===== src/rtl/debug_controller_pkg.sv =====
// Shared definitions for the debug run-control unit: FSM state encodings,
// stop-cause codes, the default halt opcode and a width helper for the
// breakpoint index.
package debug_controller_pkg;

  typedef enum logic [1:0] {
    ST_STOPPED = 2'd0,
    ST_RUN     = 2'd1,
    ST_STEP    = 2'd2
  } state_e;

  // Codes 5..7 are reserved and never produced.
  typedef enum logic [2:0] {
    CAUSE_RESET  = 3'd0,
    CAUSE_HALTOP = 3'd1,
    CAUSE_BP     = 3'd2,
    CAUSE_EXT    = 3'd3,
    CAUSE_STEP   = 3'd4
  } cause_e;

  localparam logic [4:0] DEFAULT_HALT_OPCODE = 5'b11111;

  // Index width for n breakpoint slots; a single slot still gets one bit.
  function automatic int idx_width(input int n);
    return (n > 1) ? $clog2(n) : 1;
  endfunction

endpackage


===== src/rtl/debug_controller_bp_match.sv =====
// Breakpoint comparator array. Compares the current PC against every enabled
// slot and reports whether any matched plus the lowest matching slot index.
module debug_controller_bp_match
  import debug_controller_pkg::*;
#(
  parameter int ADDR_W = 8,
  parameter int NUM_BP = 2,
  localparam int IDX_W = idx_width(NUM_BP)
) (
  input  logic [ADDR_W-1:0]        pc,
  input  logic [NUM_BP*ADDR_W-1:0] bp_addr,
  input  logic [NUM_BP-1:0]        bp_en,
  output logic                     hit,
  output logic [IDX_W-1:0]         idx
);

  // Scan from the highest slot down so the lowest matching slot is the last
  // one written and therefore wins.
  always_comb begin
    hit = 1'b0;
    idx = '0;
    for (int i = NUM_BP - 1; i >= 0; i--) begin
      if (bp_en[i] && (pc == bp_addr[i*ADDR_W +: ADDR_W])) begin
        hit = 1'b1;
        idx = IDX_W'(i);
      end
    end
  end

endmodule


===== src/rtl/debug_controller.sv =====
// Run-control unit for the MIPS8 core. Gates the PC write-enable and supports
// free run, N-instruction step, external halt, halt-opcode stop and address
// breakpoints. Reports the stop cause and a saturating retired count.
module debug_controller
  import debug_controller_pkg::*;
#(
  parameter int                  OPCODE_W    = 5,
  parameter logic [OPCODE_W-1:0] HALT_OPCODE = DEFAULT_HALT_OPCODE,
  parameter int                  ADDR_W      = 8,
  parameter int                  NUM_BP      = 2,
  parameter int                  STEP_W      = 8,
  localparam int                 IDX_W       = idx_width(NUM_BP)
) (
  input  logic                     clk,
  input  logic                     reset,
  input  logic                     start,
  input  logic                     step_req,
  input  logic [STEP_W-1:0]        step_count,
  input  logic                     halt_req,
  input  logic [OPCODE_W-1:0]      opcode,
  input  logic [ADDR_W-1:0]        pc,
  input  logic [NUM_BP*ADDR_W-1:0] bp_addr,
  input  logic [NUM_BP-1:0]        bp_en,
  output logic                     pc_enabled,
  output logic                     stopped,
  output logic [2:0]               halt_cause,
  output logic [IDX_W-1:0]         bp_hit_idx,
  output logic [STEP_W-1:0]        retired
);

  state_e              state_q, state_d;
  logic [STEP_W-1:0]   remaining_q, remaining_d;
  logic                bp_mask_q, bp_mask_d;
  logic [STEP_W-1:0]   retired_q, retired_d;
  cause_e              cause_q, cause_d;
  logic [IDX_W-1:0]    idx_q, idx_d;

  logic                bp_hit;
  logic [IDX_W-1:0]    bp_idx;
  logic                active;
  logic                stop_ext;
  logic                stop_op;
  logic                stop_bp;
  logic                stop_cond;
  cause_e              stop_cause;
  logic [STEP_W-1:0]   step_load;

  function automatic logic [STEP_W-1:0] sat_inc(input logic [STEP_W-1:0] v);
    return (&v) ? v : v + 1'b1;
  endfunction

  debug_controller_bp_match #(
    .ADDR_W (ADDR_W),
    .NUM_BP (NUM_BP)
  ) u_bp_match (
    .pc      (pc),
    .bp_addr (bp_addr),
    .bp_en   (bp_en),
    .hit     (bp_hit),
    .idx     (bp_idx)
  );

  // Stop detection and PC gating; only meaningful while executing.
  always_comb begin
    active     = (state_q != ST_STOPPED);
    stop_ext   = halt_req;
    stop_op    = (opcode == HALT_OPCODE);
    stop_bp    = bp_hit && !bp_mask_q;
    stop_cond  = active && (stop_ext || stop_op || stop_bp);
    pc_enabled = active && !stop_cond;
    stop_cause = CAUSE_BP;
    if (stop_ext) begin
      stop_cause = CAUSE_EXT;
    end else if (stop_op) begin
      stop_cause = CAUSE_HALTOP;
    end
    step_load  = (step_count == '0) ? STEP_W'(1) : step_count;
  end

  // Next-state logic for the FSM, step counter, breakpoint mask, retired
  // counter and the latched stop cause / breakpoint slot.
  always_comb begin
    state_d     = state_q;
    remaining_d = remaining_q;
    bp_mask_d   = bp_mask_q;
    retired_d   = retired_q;
    cause_d     = cause_q;
    idx_d       = idx_q;

    unique case (state_q)
      ST_STOPPED: begin
        // Entering execution masks the breakpoint at the resume PC for one
        // cycle so a breakpoint stop can be stepped past.
        if (start) begin
          state_d   = ST_RUN;
          retired_d = '0;
          bp_mask_d = 1'b1;
        end else if (step_req) begin
          state_d     = ST_STEP;
          remaining_d = step_load;
          retired_d   = '0;
          bp_mask_d   = 1'b1;
        end
      end

      ST_RUN, ST_STEP: begin
        bp_mask_d = 1'b0;
        if (pc_enabled) begin
          retired_d = sat_inc(retired_q);
        end
        if (stop_cond) begin
          state_d = ST_STOPPED;
          cause_d = stop_cause;
          if (stop_cause == CAUSE_BP) begin
            idx_d = bp_idx;
          end
        end else if (state_q == ST_STEP) begin
          remaining_d = remaining_q - 1'b1;
          if (remaining_q == STEP_W'(1)) begin
            state_d = ST_STOPPED;
            cause_d = CAUSE_STEP;
          end
        end
      end

      default: begin
        state_d = ST_STOPPED;
      end
    endcase
  end

  // State registers with synchronous active-high reset.
  always_ff @(posedge clk) begin
    if (reset) begin
      state_q     <= ST_STOPPED;
      remaining_q <= '0;
      bp_mask_q   <= 1'b0;
      retired_q   <= '0;
      cause_q     <= CAUSE_RESET;
      idx_q       <= '0;
    end else begin
      state_q     <= state_d;
      remaining_q <= remaining_d;
      bp_mask_q   <= bp_mask_d;
      retired_q   <= retired_d;
      cause_q     <= cause_d;
      idx_q       <= idx_d;
    end
  end

  assign stopped    = (state_q == ST_STOPPED);
  assign halt_cause = cause_q;
  assign bp_hit_idx = idx_q;
  assign retired    = retired_q;

endmodule

===== config.mk =====
export PLATFORM = sky130hd
export DESIGN_NAME = debug_controller
export DESIGN_NICKNAME = d
export VERILOG_FILES = /design/src/rtl/debug_controller_pkg.sv /design/src/rtl/debug_controller_bp_match.sv /design/src/rtl/debug_controller.sv
export SDC_FILE = /design/constraint.sdc
export NUM_CORES = 1
export LEC_CHECK = 0
export ABC_CLOCK_PERIOD_IN_PS = 4550
export BUFFER_PORTS_ARGS = -buffer_cell sky130_fd_sc_hd__buf_2
export CORE_UTILIZATION = 40
export CTS_CLUSTER_DIAMETER = 60
export DETAILED_ROUTE_END_ITERATION = 8
export GPL_ROUTABILITY_DRIVEN = 1
export PLACE_DENSITY = 0.68
export SLEW_MARGIN = 5
export SYNTH_ARGS = -nofsm -noshare
export SYNTH_HDL_FRONTEND = slang
export SYNTH_SLANG_ARGS = --single-unit

===== constraint.sdc =====
create_clock -name clk -period 4.55 [get_ports clk]
set_input_delay 0.2275 -clock clk [delete_from_list [all_inputs] [get_ports clk]]
set_output_delay 0.2275 -clock clk [all_outputs]
set_load 0.005 [all_outputs]

# Word-level counts from Yosys, hierarchy flattened
# Cells that the tools add are included.
[totals] register_bits=23 memories=0 romBits=0 output_inout_bits=14 word_cells=75 latch_bits=0 input_bits=44 ramBits=0
[classes] n_div=0 bitwise_logic=0 mux=28 n_reduce_logical=23 shifts=0 eq_ne=16 addsub=2 order_cmp=0 n_mul=0
[op_table] op="2-to-1 mux 8 bit" count=9
[op_table] op="one-hot mux 8 bit (2 select lines)" count=2
[op_table] op="equality test 8 bit" count=2
[op_table] op="2-to-1 mux 2 bit" count=7
[op_table] op="!= test 2 bit, second input constant" count=6
[op_table] op="2-to-1 mux 3 bit" count=3
[op_table] op="!= test 3 bit, second input constant" count=3
[op_table] op="AND reduction 3 bit" count=3
[op_table] op="adder 8 x 1 -> 8 bit, second input constant" count=1
[op_table] op="equality test 8 x 1 -> 1 bit, second input constant" count=1
[op_table] op="logical NOT 8 bit" count=1
[op_table] op="AND reduction 8 bit" count=1
[op_table] op="nonzero test 2 bit" count=4
[op_table] op="subtractor 8 x 1 -> 8 bit, second input constant" count=1
[op_table] op="equality test 5 bit, second input constant" count=1
[op_table] op="logical AND 1 bit" count=5
[op_table] op="2-to-1 mux 1 bit" count=5
[op_table] op="AND reduction 5 bit" count=1
[op_table] op="one-hot mux 2 bit (2 select lines)" count=1
[op_table] op="AND reduction 4 bit" count=1
[op_table] op="equality test 3 x 2 -> 1 bit, second input constant" count=1
[op_table] op="equality test 2 x 1 -> 1 bit, second input constant" count=1
[op_table] op="equality test 2 bit, second input constant" count=1
[op_table] op="logical NOT 1 bit" count=2
[op_table] op="other kinds (5)" count=6

# Longest topological paths before layout
# Gate-level depths: netlist of run 1.
[depth] word_depth=11 mapped_depth=9 depth_no_buf=8

# By module
# A second synthesis of run 1 with hierarchy kept.
[hier_totals] hier_cells=220 area_unflattened_um2=1739.2
[by_module_without_submodules] mod="debug_controller" cells_each=195 n_inst=1 seq_area_each_um2=460.4 area_per_inst_um2=1544.0
[by_module_without_submodules] mod="debug_controller_bp_match" cells_each=25 n_inst=1 seq_area_each_um2=0.0 area_per_inst_um2=195.2

# Least setup slack after synthesis of run 1
# OpenSTA, ideal clock, no wires.
[synth_timing] kind="flip-flop to flip-flop" startpoint="reg state_q[0]" endpoint="reg retired_q[2], in the netlist retired[2]" period_less_slack_ns=2.056 path_stages_with_launch=10 arrival_time_ns=1.934 n_path_buf=2 slack_ns=2.494 setup_ns=0.122 required_time_ns=4.428 cell_sequence="dfxtp_1 inv_1 ha_1 clkbuf_1 nand2_1 a31oi_4 nand4_4 and2_1 buf_2 a221o_1"
[synth_between] elab_chain_cells=6 word_cells_on_any_way=14 cone_classes="eq/ne (5); mux (1); reduce/logical (8)"
[synth_lines] element="start: declaration" line_no="debug_controller.sv:31" source="state_e state_q, state_d;"
[synth_lines] element="start signal: assignment" line_no="debug_controller.sv:142" source="state_q <= state_d;"
[synth_lines] element="nonzero test 2 bit" line_no="debug_controller.sv:65" source="active = (state_q != ST_STOPPED);"
[synth_lines] element="logical AND 1 bit" line_no="debug_controller.sv:69" source="stop_cond = active && (stop_ext || stop_op || stop_bp);"
[synth_lines] element="logical NOT 1 bit" line_no="debug_controller.sv:70" source="pc_enabled = active && !stop_cond;"
[synth_lines] element="logical AND 1 bit" line_no="debug_controller.sv:70"
[synth_lines] element="!= test 2 bit (no source line)"
[synth_lines] element="AND reduction 4 bit (no source line)"
[synth_lines] element="end signal: assignment" line_no="debug_controller.sv:145" source="retired_q <= retired_d;"
[synth_lines] element="end: declaration" line_no="debug_controller.sv:34" source="logic [STEP_W-1:0] retired_q, retired_d;"
# Parallel ways exist; a longest one is shown, timed or not.
# A chain may end at the register's enable or synchronous reset.

# Worst setup path in the final report of run 1
[layout_timing] startpoint="reg state_q[0]" endpoint="reg remaining_q[7]"
[layout_between] elab_chain_cells=4 word_cells_on_any_way=13 cone_classes="eq/ne (6); mux (1); reduce/logical (6)"
[layout_lines] element="equality test 2 bit (tied with other cells)" line_no="debug_controller.sv:90, debug_controller.sv:117"
[layout_lines] element="OR reduction 2 bit or logical AND 1 bit (tied branches)" line_no="debug_controller.sv:90, debug_controller.sv:69"
[layout_lines] element="!= test 2 bit (no source line) or nonzero test 2 bit (tied branches)"
[layout_lines] element="AND reduction 5 bit (no source line)"
[layout_lines] element="end signal: assignment" line_no="debug_controller.sv:143" source="remaining_q <= remaining_d;"
[layout_lines] element="end: declaration" line_no="debug_controller.sv:32" source="logic [STEP_W-1:0] remaining_q, remaining_d;"
# Parallel ways exist; a longest one is shown, timed or not.

==> results.yml, run 1 <==
worst_setup_path:
  crit_arrival_ns: 2.59
  cp_cell_sequence: "inv_1 -> ha_1 -> clkinv_1 -> nor4b_1 -> a21oi_1 -> o31ai_1"
  path_buf_inv: 2
  cpPeakStageDelay_ns: 0.60
  reg2reg_slack_ns: 2.13
  crit_fanout: 17
  slowest_stage: "ha_1"
  critPathRequiredTime_ns: 4.72
  r2r_cells: 6
  crit_path_end_kind: "flip-flop"
  rr_endpoint: "remaining_q[7]"
  path_class: "reg -> reg"
  crit_path_start_kind: "flip-flop"
  path_delay_family: "adder cells"
  r2r-start: "state_q[0]"
timing:
  rsz0062_at_grt: "no"
  maxSlewHeadroom_pct: 41.1
  finalCritPeriodShare_pct: 53.2
  holdWs_ns: 0.266
  min_period_ns: 2.42
  setup_viol: 0
  max_freq_mhz: 413
  final.setup_skew_ns: 0.00694
  report.final.hold_viol_count: 0
  worstMarginPinSlew_ns: 0.884
  fin_setup_tns_ns: 0
  final-max-slew-violation-count: 0
placement:
  routabilityCongestion: 0.851
  dpl_cell_area_um2: 2000
  place_inst: 301
  dp_hpwl_um: 3170
  port_buffers: 57
floorplanning:
  die_w_um: 67.2
  pin_count: 58
  die_area_um2: 4510
  start_util_pct: 42.2
  core-area_um2: 4030
  placementRows: 23
  die_height_um: 67.2
route:
  ant_nets: 0
  wl_per_cell_um: 13.4
  vias_per_cell: 5.56
  drc: 0
  wirelength_um: 4080
  drt_iter0_drc: 91
  first_pass_iters: 4
  vias: 1696
synthesis:
  yosys_warnings: 0
  avgSynthCellArea_um2: 8.37
  ys_seq_area_share_pct: 27.1
  syn_inst: 203
  synth-async-reset-ratio_pct: 0
  synth.cell_area_um2: 1700
  synth_edf_count: 0
  ys_types: 53
  synth_nets: 253
  synth_flop_cell: "dfxtp_1"
  ys_ff_latch: 23
worst_hold_path:
  min_to: "state_q[1]"
  worstHoldPathCells: 3
  holdCritStartpoint: "step_req"
  min_path_type: "in -> reg"
global_routing:
  grt_use_met1_pct: 25.0
  met2_usage_pct: 33.3
  busiest_layer: "met2"
  grt_usage_pct: 19.5
  antenna_found_initial: 0
  grt_pass1_wl_um: 6800
  grt_max_degree: 23
  grt_pass1_vias: 1546
  globalRoute.totalOverflow: 0
  met3_usage_pct: 4.05
power:
  clock_power_share_pct: 13.3
  p_int_w: 0.000532
  leakage_nw: 0.824
  p_switching_w: 0.000473
  power.density_nw_per_um2: 491
  peakVddDrop_v: 0.000169
  seq_power_share_pct: 29.7
  p_comb_share_pct: 57.0
  sw_frac_of_total_pct: 47.0
finish:
  nets: 306
  stdcell_area_um2: 2050
  diodes: 0
  final_cells: 305
  fill_cells: 415
  final_util_pct: 50.8
  layout-drive-gt1-share_pct: 29.8
  syn_to_final_growth_pct: 20.5
clocking:
  cts_setup_buffers: 0
  cts_buffer_depth: 2
  cts_tree: "done"
  clkSinkCount: 23
  clkTransAtPathRegs_ns: 0.09
  root_buffer: "clkbuf_8"
  cts-htree-levels: 1
  hold_buffers: 0
  cts.repair.resized: 0
  insertion_delay_ns: 0.27
  numCtsBuffers: 3
run_status:
  status: "finished, final reports clean"
run:
  max_cap_viol_count: 0
per-stage QoR:
stage	worst slack (ns)	total power, W
finish	2.13	0.00101
global route	1.91	0.00109
CTS	2.16	0.00100
detailed placement	2.18	0.000868
global placement	2.27	0.000863
floorplan	2.49	0.000752
metal layers:
layer,vias to the layer above,routed length (µm)
met2,40,1910
met3,2,183
met4,0,21
met1,790,1960
li1,864,-
met5,-,0
state kept, by name, indices dropped and copies added, names as in the netlist:
| register | flops |
|---|---|
| remaining_q | 8 |
| retired | 8 |
| halt_cause | 3 |
| state_q | 2 |
| bp_hit_idx | 1 |
| bp_mask_q | 1 |
synthesized netlist by cell type (all sizes together) (6+ instances only):
master,instances,area [µm²]
nand2,18,67.6
nor3,8,40.0
or4,8,67.6
nand3,7,35.0
o31ai,6,50.1
dfxtp,23,460
a21oi,11,55.1
inv,6,22.5
a31oi,6,73.8
nor2,17,66.3
buf,6,37.5
o21ai,6,30.0
xnor2,18,158
ha,6,75.1
power groups by stage:
stage               sequential (W)  clock [W]  combinational, W
global route              0.000306   0.000148          0.000639
detailed placement        0.000302          0          0.000566
global placement          0.000301          0          0.000561
CTS                       0.000297   0.000138          0.000569
finish                    0.000299   0.000134          0.000573
floorplan                 0.000291          0          0.000462
worst reg2reg max path, delay by kind of cell (launching register included):
family / cells / cell delay, ns
adders and majority gates: 1 / 0.60
buffers and inverters: 2 / 0.59
and+or+nand+nor: 1 / 0.45
DFF: 1 / 0.36
AOI/OAI and AO/OA: 2 / 0.32
worst max path at each step:
stage	from	endpoint	slack [ns]	depth (start not counted)
final	state_q[0]	remaining_q[7]	2.13	6
after global routing	state_q[0]	remaining_q[0]	1.91	5
after CTS	state_q[0]	retired[7]	2.16	7
after detailed placement	state_q[0]	retired[7]	2.18	7
after global placement	state_q[0]	remaining_q[0]	2.27	5
after floorplan	state_q[0]	retired[2]	2.49	9
cells by family after synthesis:
kind of cell,count (synthesis),share of synthesized area (%)
AND/OR/NAND/NOR,86,28.9
AO/OA/AOI/OAI,51,24.0
flip-flops,23,27.1
XOR/XNOR,18,9.28
buffers and inverters,16,4.42
adder cells (fa/ha/maj),6,4.42
multiplexers,3,1.84
cells in the final DEF, fill, tap and decap left out, types with 7 or more instances in the layout:
cell type  synthesis  layout
a21oi_1           11      11
buf_2              3      57
dfxtp_1           23      23
nand2_1           18      18
nand3_1            7       7
nor2_1            16      16
nor3_1             8       8
xnor2_1           18      18
cell type report:
cell class / count / area, µm² / share of cell area (%)
repair buffers: 57 / 285 / 13.9
inverters: 7 / 26.3 / 1.28
multi-input cells: 164 / 1160 / 56.8
flip-flops and latches: 23 / 460 / 22.5
well taps: 50 / 62.6 / 3.06
clock buffers: 3 / 41.3 / 2.02
clock inverters: 1 / 7.51 / 0.367
(Power assumes the default switching activity.)
==> run 2: changes to the inputs <==
--- a/config.mk
+++ b/config.mk
@@ -5,13 +5,13 @@
 export SDC_FILE = /design/constraint.sdc
 export NUM_CORES = 1
 export LEC_CHECK = 0
-export ABC_CLOCK_PERIOD_IN_PS = 4550
+export ABC_CLOCK_PERIOD_IN_PS = 2100
 export BUFFER_PORTS_ARGS = -buffer_cell sky130_fd_sc_hd__buf_2
 export CORE_UTILIZATION = 40
 export CTS_CLUSTER_DIAMETER = 60
 export DETAILED_ROUTE_END_ITERATION = 8
 export GPL_ROUTABILITY_DRIVEN = 1
-export PLACE_DENSITY = 0.68
+export PLACE_DENSITY = 0.71
 export SLEW_MARGIN = 5
 export SYNTH_ARGS = -nofsm -noshare
 export SYNTH_HDL_FRONTEND = slang
==> constraint.sdc (replaced) <==
create_clock -name clk -period 2.1 [get_ports clk]
set_input_delay 0.105 -clock clk [delete_from_list [all_inputs] [get_ports clk]]
set_output_delay 0.105 -clock clk [all_outputs]
set_load 0.005 [all_outputs]
==> results.yml, run 2 (synthesized netlist as in run 1, its figures left out) <==
global_routing:
  grt_pass1_vias: 1573
  grt_max_degree: 23
  grt_usage_pct: 19.4
  grt_pass1_wl_um: 6870
  globalRoute.totalOverflow: 0
  antenna_found_initial: 0
finish:
  fill_cells: 402
  diodes: 0
  layout_common_cells: "buf_2, dfxtp_1, xnor2_1, nand2_1, nor2_1"
  syn_to_final_growth_pct: 26.5
  final_common_cell: "buf_2"
  final_cells: 317
  nets: 318
  final_util_pct: 53.4
  layout-drive-gt1-share_pct: 33.7
timing:
  fin_ws_ns: 0.0936
  min_period_ns: 2.01
  rsz0062_at_grt: "yes"
  report.final.hold_viol_count: 0
  setup_viol: 0
  holdWs_ns: 0.155
  maxSlewHeadroom_pct: 57.8
  finalCritPeriodShare_pct: 95.5
  worstMarginPinSlew_ns: 0.629
  final-max-slew-violation-count: 0
  final.setup_skew_ns: 0.00653
  max_freq_mhz: 498
floorplanning:
  start_util_pct: 42.2
  placementRows: 23
  core-area_um2: 4030
  die_height_um: 67.2
  die_w_um: 67.2
  pin_count: 58
  die_area_um2: 4510
worst_setup_path:
  slowest_stage: "or4_1"
  path_class: "reg -> reg"
  r2r_cells: 7
  r2r-start: "state_q[0]"
  crit_path_start_kind: "flip-flop"
  cp_cell_sequence: "inv_1 -> ha_2 -> buf_4 -> o41ai_1 -> buf_4 -> or4_1 -> a221oi_2"
  critPathRequiredTime_ns: 2.29
  cpPeakStageDelay_ns: 0.42
  crit_fanout: 12
  crit_top_cell: "buf_4"
  reg2reg_slack_ns: 0.09
  rr_endpoint: "state_q[1]"
  crit_arrival_ns: 2.19
  crit_path_end_kind: "flip-flop"
route:
  wl_per_cell_um: 13.2
  first_pass_iters: 4
  drt_iter0_drc: 100
  vias_per_cell: 5.53
  vias: 1754
  drc: 0
  ant_nets: 0
  wirelength_um: 4200
placement:
  dp_hpwl_um: 3210
  place_inst: 311
  routabilityCongestion: 0.823
  port_buffers: 57
  dpl_worst_slack_ns: 0.0508
clocking:
  clkTransAtPathRegs_ns: 0.08
  numCtsBuffers: 3
  root_buffer: "clkbuf_8"
  cts_tree: "done"
  insertion_delay_ns: 0.26
  cts-htree-levels: 1
  clkSinkCount: 23
  cts_buffer_depth: 2
power:
  clock_power_share_pct: 11.4
  p_int_w: 0.00132
  sw_frac_of_total_pct: 45.2
  leakage_nw: 0.880
  seq_power_share_pct: 26.5
  p_comb_share_pct: 62.1
  power.density_nw_per_um2: 1120
  p_switching_w: 0.00109
  peakVddDrop_v: 0.000516
run:
  max_cap_viol_count: 0
worst_hold_path:
  min_to: "state_q[1]"
  min_path_type: "in -> reg"
  holdCritStartpoint: "step_req"
  worstHoldPathCells: 3
run_status:
  status: "finished, final reports clean"
run 2: how the worst max path moves through the flow:
stage | start | endpoint
after global routing | state_q[0] | remaining_q[1]
after detailed placement | pc[5] | remaining_q[6]
after floorplan | state_q[0] | retired[2]
after CTS | state_q[0] | remaining_q[0]
final | state_q[0] | state_q[1]
after global placement | bp_addr[14] | remaining_q[5]
run 2: power groups by stage:
| stage | Clock (W) | Sequential [W] | Combinational (W) |
|---|---|---|---|
| detailed placement | 0 | 0.000649 | 0.00141 |
| floorplan | 0 | 0.000630 | 0.00100 |
| global route | 0.000305 | 0.000655 | 0.00165 |
| global placement | 0 | 0.000646 | 0.00140 |
| finish | 0.000276 | 0.000639 | 0.00150 |
| CTS | 0.000289 | 0.000638 | 0.00142 |
run 2: metal layers:
layer | global-route usage [%] | routed length [µm]
met5 | 0 | 0
met4 | 2.39 | 6
met3 | 4.22 | 186
met2 | 33.5 | 2020
met1 | 25.3 | 1990
run 2: cell type report:
| class | instances | area (µm²) | area share, % |
|---|---|---|---|
| well taps | 50 | 62.6 | 2.91 |
| multi-input cells | 165 | 1190 | 55.2 |
| inverters | 7 | 26.3 | 1.22 |
| clock buffers | 4 | 45.0 | 2.10 |
| flip-flops and latches | 23 | 460 | 21.4 |
| repair buffers | 68 | 368 | 17.1 |
run 2: per-stage QoR:
step                      TNS [ns]  cell area, µm²  total power [W]
final                            0            2150          0.00241
after global routing      -0.00771            2150          0.00261
after CTS                        0            2120          0.00234
after detailed placement         0            2070          0.00205
after global placement           0            2070          0.00205
after floorplan                  0            1700          0.00163
run 2: what timing repair did:
item / CTS / global route
hold buffers: 0 / 0
endpoints found under the setup margin: 0 / 13
buffers inserted: 0 / 1
resized for setup: 0 / 6
run 2: critical path, delay by kind of cell, from the launching register on:
kind	cells	cell delay, ns
AOI/OAI and AO/OA	2	0.34
adders and majority gates	1	0.36
buffers and inverters	3	0.44
DFF	1	0.36
and+or+nand+nor	1	0.42
